[config.mk]
export PLATFORM = sky130hd
export DESIGN_NAME = quiz_vector_sequencer
export DESIGN_NICKNAME = d
export VERILOG_FILES = /design/src/rtl/quiz_vector_sequencer.sv
export SDC_FILE = /design/constraint.sdc
export NUM_CORES = 1
export LEC_CHECK = 0
export CORE_ASPECT_RATIO = 0.6
export CORE_MARGIN = 1
export CORE_UTILIZATION = 45
export DETAILED_ROUTE_END_ITERATION = 10
export PLACE_DENSITY_LB_ADDON = 0.08
export SKIP_CTS_REPAIR_TIMING = 1
export SLEW_MARGIN = 10
export SYNTH_ARGS = -nofsm -noshare
export SYNTH_HDL_FRONTEND = slang
export SYNTH_SLANG_ARGS = --single-unit
[constraint.sdc]
create_clock -name clk -period 2.4 [get_ports clk]
set_clock_uncertainty 0.15 [all_clocks]
set_input_delay 0.6 -clock clk [delete_from_list [all_inputs] [get_ports clk]]
set_output_delay 0.6 -clock clk [all_outputs]
set_load 0.02 [all_outputs]
[src/rtl/quiz_vector_sequencer.sv]
// Sweeps {x,y,z} through 0..7, holding each vector DWELL cycles, and captures f_in into an 8-entry table.
// Latency: capture visible one cycle after the last dwell cycle; rd_data one cycle after rd_addr; start ignored while busy.
module quiz_vector_sequencer #(
  parameter int DWELL = 100,
  parameter int CNT_W = 16
) (
  input  logic       clk,
  input  logic       rst,
  input  logic       start,
  output logic       x,
  output logic       y,
  output logic       z,
  input  logic [5:0] f_in,
  output logic       busy,
  output logic       done,
  output logic       sample_valid,
  output logic [2:0] sample_idx,
  output logic [5:0] sample_data,
  input  logic [2:0] rd_addr,
  output logic [5:0] rd_data
);

  typedef enum logic [1:0] {IDLE, DRIVE, DONE} state_t;

  localparam logic [CNT_W-1:0] LAST = CNT_W'(DWELL - 1);

  state_t           state;
  logic [CNT_W-1:0] cnt;
  logic [2:0]       idx;
  logic [5:0]       tbl [8];

  always_ff @(posedge clk) begin
    if (rst) begin
      state        <= IDLE;
      cnt          <= '0;
      idx          <= '0;
      {x, y, z}    <= 3'b000;
      busy         <= 1'b0;
      done         <= 1'b0;
      sample_valid <= 1'b0;
      sample_idx   <= '0;
      sample_data  <= '0;
      rd_data      <= '0;
      for (int i = 0; i < 8; i++) tbl[i] <= '0;
    end else begin
      sample_valid <= 1'b0;
      // Read sees the pre-edge contents, so a same-edge write returns the old entry.
      rd_data      <= tbl[rd_addr];
      case (state)
        IDLE, DONE: begin
          if (start) begin
            state     <= DRIVE;
            idx       <= '0;
            cnt       <= '0;
            busy      <= 1'b1;
            done      <= 1'b0;
            {x, y, z} <= 3'b000;
          end
        end
        DRIVE: begin
          if (cnt == LAST) begin
            tbl[idx]     <= f_in;
            sample_valid <= 1'b1;
            sample_idx   <= idx;
            sample_data  <= f_in;
            cnt          <= '0;
            if (idx == 3'd7) begin
              state <= DONE;
              busy  <= 1'b0;
              done  <= 1'b1;
            end else begin
              idx       <= idx + 3'd1;
              {x, y, z} <= idx + 3'd1;
            end
          end else begin
            cnt <= cnt + 1'b1;
          end
        end
        default: state <= IDLE;
      endcase
    end
  end

endmodule

== Yosys cells after proc, flatten, opt, wreduce, memory -nomap -nowiden ==
Memories as Yosys holds them, arrays and structs flattened. A register that Yosys moved wholly into a read port is not among the register bits.
Index checks and enable logic that the tools add are counted.
Word-level totals
  input port bits: 12
  register bits after elaboration: 36
  memory bits (writable): 48
  logic and storage cells: 68
  output and inout port bits: 21
  memories: 1
Memory list
  tbl: depth 8, width 6, rd ports 1, clocked after Yosys merged registers in 1, write ports 8, line 30  | logic [5:0] tbl [8];
Cells by class
  add/subtract/negate cells: 2
  equal/unequal tests: 8
  multiplexer cells: 37
  reduce and logical (&&, ||, !) cells: 9
Operators with widths (count)
  2-to-1 mux 16 bit: 2
  case mux 16 bit (2 select lines): 1
  2-to-1 mux 1 bit: 19
  adder 16 x 1 -> 16 bit, second input constant: 1
  == test 16 x 7 -> 1 bit, second input constant: 1
  2-to-1 mux 3 bit: 4
  case mux 1 bit (2 select lines): 5
  != test 2 bit, second input constant: 4
  AND reduction 4 bit: 2
  2-to-1 mux 2 bit: 3
  2-to-1 mux 6 bit: 1
  case mux 3 bit (2 select lines): 1
  OR reduction 6 bit: 1
  case mux 2 bit (2 select lines): 1
  AND reduction 2 bit: 2
  adder 3 x 1 -> 3 bit, second input constant: 1
  == test 3 bit, second input constant: 1
  AND reduction 3 bit: 1
  == test 2 x 1 -> 1 bit, second input constant: 1
  == test 2 bit, second input constant: 1
  logical NOT 2 bit: 1
  nonzero test 2 bit: 1
  OR reduction 2 bit: 1

== Depth between registers and ports, before layout ==
  word-level depth: 7
  mapped depth: 7
  mapped depth without buffers: 5

== Least setup slack after synthesis ==
Ideal clock, no wire load.
  path kind: register -> register
  start: reg cnt[4]
  end: mem tbl[3][0], enable pin
  stages on the path, launching flop included: 6
  slack: 167 ps
  clock period less this slack: 2233 ps
  required time: 1890 ps
  buffers on the path: 1
  setup time: 360 ps
  arrival: 1723 ps
  cells stage by stage: dfxtp_1 nor4_1 and4_1 buf_2 nand3_1 o21bai_1
RTL lines
  start, declared: line 28  | logic [CNT_W-1:0] cnt;
  start signal, assigned: line 76  | cnt <= cnt + 1'b1;
  end, declared: line 30

==> flow_summary.json <==
{
  "coreArea_um2": 8490,
  "syn_to_final_growth_pct": 25.2,
  "layout_common_cells": "edfxtp_1, nor2_1, buf_4",
  "worstPathRequired_ns": 1.65,
  "synthCells": 345,
  "routed_wl_um": 9730,
  "drtIter0Drc": 298,
  "cts_buffers": 9,
  "rows": 26,
  "vias_per_cell": 5.58,
  "tightest_slew_ns": 0.477,
  "synth-compound-area-share": 0.104,
  "final_cells": 528,
  "drive_gt1_frac": 0.183,
  "grt-ovfl-total": 0,
  "n_antenna_cell": 0,
  "post-route-util": 0.581,
  "crit_path_start_kind": "flop",
  "power_leakage_nw": 1.77,
  "cts_tree": "built",
  "synthMuxAreaShare": 0.0838,
  "wl_met3_um": 599,
  "fin_crit_ns": 2.31,
  "cp_slowest_stage_delay_ns": 0.68,
  "yosysWarnings": 0,
  "finalSetupViolations": 0,
  "relSlewSlack": 0.674,
  "clockBufferDepth": 2,
  "syn_nets": 360,
  "first_global_vias": 2717,
  "vias": 2946,
  "synthXorXnorAreaFrac": 0.0133,
  "final_cell_area_um2": 4940,
  "hold_viol": 0,
  "synth_edf_count": 48,
  "crit_chain": "clkdlybuf4s50_1",
  "chipWidth_um": 123,
  "crit_fanout": 11,
  "wire_per_inst_um": 18.4,
  "rsz0062_at_grt": "false",
  "cts.sinks": 87,
  "final_common_cell": "edfxtp_1",
  "clk_latency_ns": 0.34,
  "grt_first_pass_wirelength_um": 15400,
  "path_delay_family": "buffers and inverters",
  "clockRootBuffer": "clkbuf_16",
  "cts.reportedPaths.clkPinSlew_ns": 0.06,
  "cts-htree-levels": 3,
  "async_reset_ff_frac": 0,
  "ys_ff_latch": 87,
  "globalplace.congestion": 0.790,
  "hpwlAfterDp_um": 7160,
  "die_h_um": 74.5,
  "grt_max_degree": 19,
  "port_buffers": 32,
  "ant_nets": 0,
  "status": "completed",
  "max_freq_mhz": 432,
  "powerDensity_nw_per_um2": 666,
  "fin_tns_setup_ns": 0,
  "placedCellCount": 513,
  "ys.flop_type": "edfxtp_1",
  "syn_area_per_cell_um2": 11.4,
  "die_area_um2": 9150,
  "top_layer": "met4",
  "critical_path_arrival_ns": 1.56,
  "first_pass_iters": 4,
  "syn_area_um2": 3940,
  "crit_slowest_cell": "clkdlybuf4s50_1",
  "cap_violations": 0,
  "synth_top_family_by_area": "simple AND/OR/NAND/NOR gates",
  "crit_buf_inv": 1,
  "end_kind": "primary output",
  "setup.worst_path.class": "flop to primary output",
  "fin_crit_sh": 0.963,
  "wl_met2_um": 3650,
  "initial_core_util": 0.464,
  "synth_cell_types": 45,
  "met1Wirelength_um": 5390,
  "vdd.ir_drop.worst_uv": 356,
  "worstHoldPathType": "flop to flop",
  "grt_use_total": 0.236,
  "io_pins": 33,
  "fin_nets": 427,
  "antenna_found_initial": 0,
  "maxSlewViolCount": 0,
  "placed_area_um2": 4650,
  "synth_simple_gate_area_frac": 0.201,
  "synth_adder_area_share": 0.00952,
  "synth-seq-area-share": 0.564,
  "drc": 0
}
[power breakdown]
part	internal (mW)	switching [mW]	leakage, nW	total, mW
registers	1.62	0.0204	0.777	1.64
clock network	0.826	0.554	0.143	1.38
logic	0.120	0.146	0.845	0.265
[routing by layer]
layer	global-route usage	vias to the layer above
met5	0	-
met4	0.0691	0
met3	0.0644	10
met2	0.290	76
met1	0.386	1437
li1	-	1423
[worst paths after layout]
check,cells after the start,startpoint,to,slack (ns)
worst max-delay path,1,idx[1],y,0.09
worst min-delay path,2,sample_data[5],sample_data[5],0.33
worst max register to register,5,cnt[11],tbl[4][2],0.17
worst min register to register,2,sample_data[5],sample_data[5],0.33
[cells by family after synthesis]
logic type               count (synthesis)
XOR/XNOR                                 6
buffers and inverters                   24
multiplexers                            18
flip-flops                              87
AND/OR/NAND/NOR                        143
adder cells (fa/ha/maj)                  3
AO/OA/AOI/OAI                           64
[final cells by class]
type                            count  area, um2
Clock inverter                      4       47.5
Timing Repair Buffer               74        636
Tap cell                          112        140
Sequential cell                    87       2220
Inverter                            6       22.5
Fill cell                         717       3550
Multi-Input combinational cell    234       1630
Clock buffer                       11        243
[sequential cells by signal (all words and copies together) (netlist names)]
name and flops:
busy 1, cnt 16, done 1, idx 2
rd_data 6, sample_data 6, sample_idx 3, sample_valid 1
state 2, tbl 48, x 1
[synthesized netlist by cell type (6+ instances only)]
master | instances | area (um2)
a31oi_1 | 10 | 62.6
edfxtp_1 | 48 | 1440
clkbuf_1 | 15 | 56.3
a21oi_1 | 17 | 85.1
and2_1 | 24 | 150
nand3_1 | 18 | 90.1
dfxtp_1 | 39 | 781
nand2_1 | 8 | 30.0
o21ai_0 | 12 | 60.1
mux4_2 | 12 | 270
mux2i_1 | 6 | 60.1
nor2_1 | 45 | 169
inv_1 | 6 | 22.5
nand2b_1 | 10 | 62.6
[metrics by stage]
| stage | total power, mW | hold WS [ns] | setup slack (ns) |
|---|---|---|---|
| 4_1_cts | 3.31 | 0.334 | 0.0733 |
| 2_1_floorplan | 1.80 | 0.301 | 0.167 |
| 6_report | 3.29 | 0.331 | 0.0878 |
| 3_5_place_dp | 1.94 | 0.319 | 0.0432 |
| 5_1_grt | 3.39 | 0.346 | 0.00363 |
| 3_3_place_gp | 1.93 | 0.312 | 0.0712 |
Power figures use the tool's default switching activity.
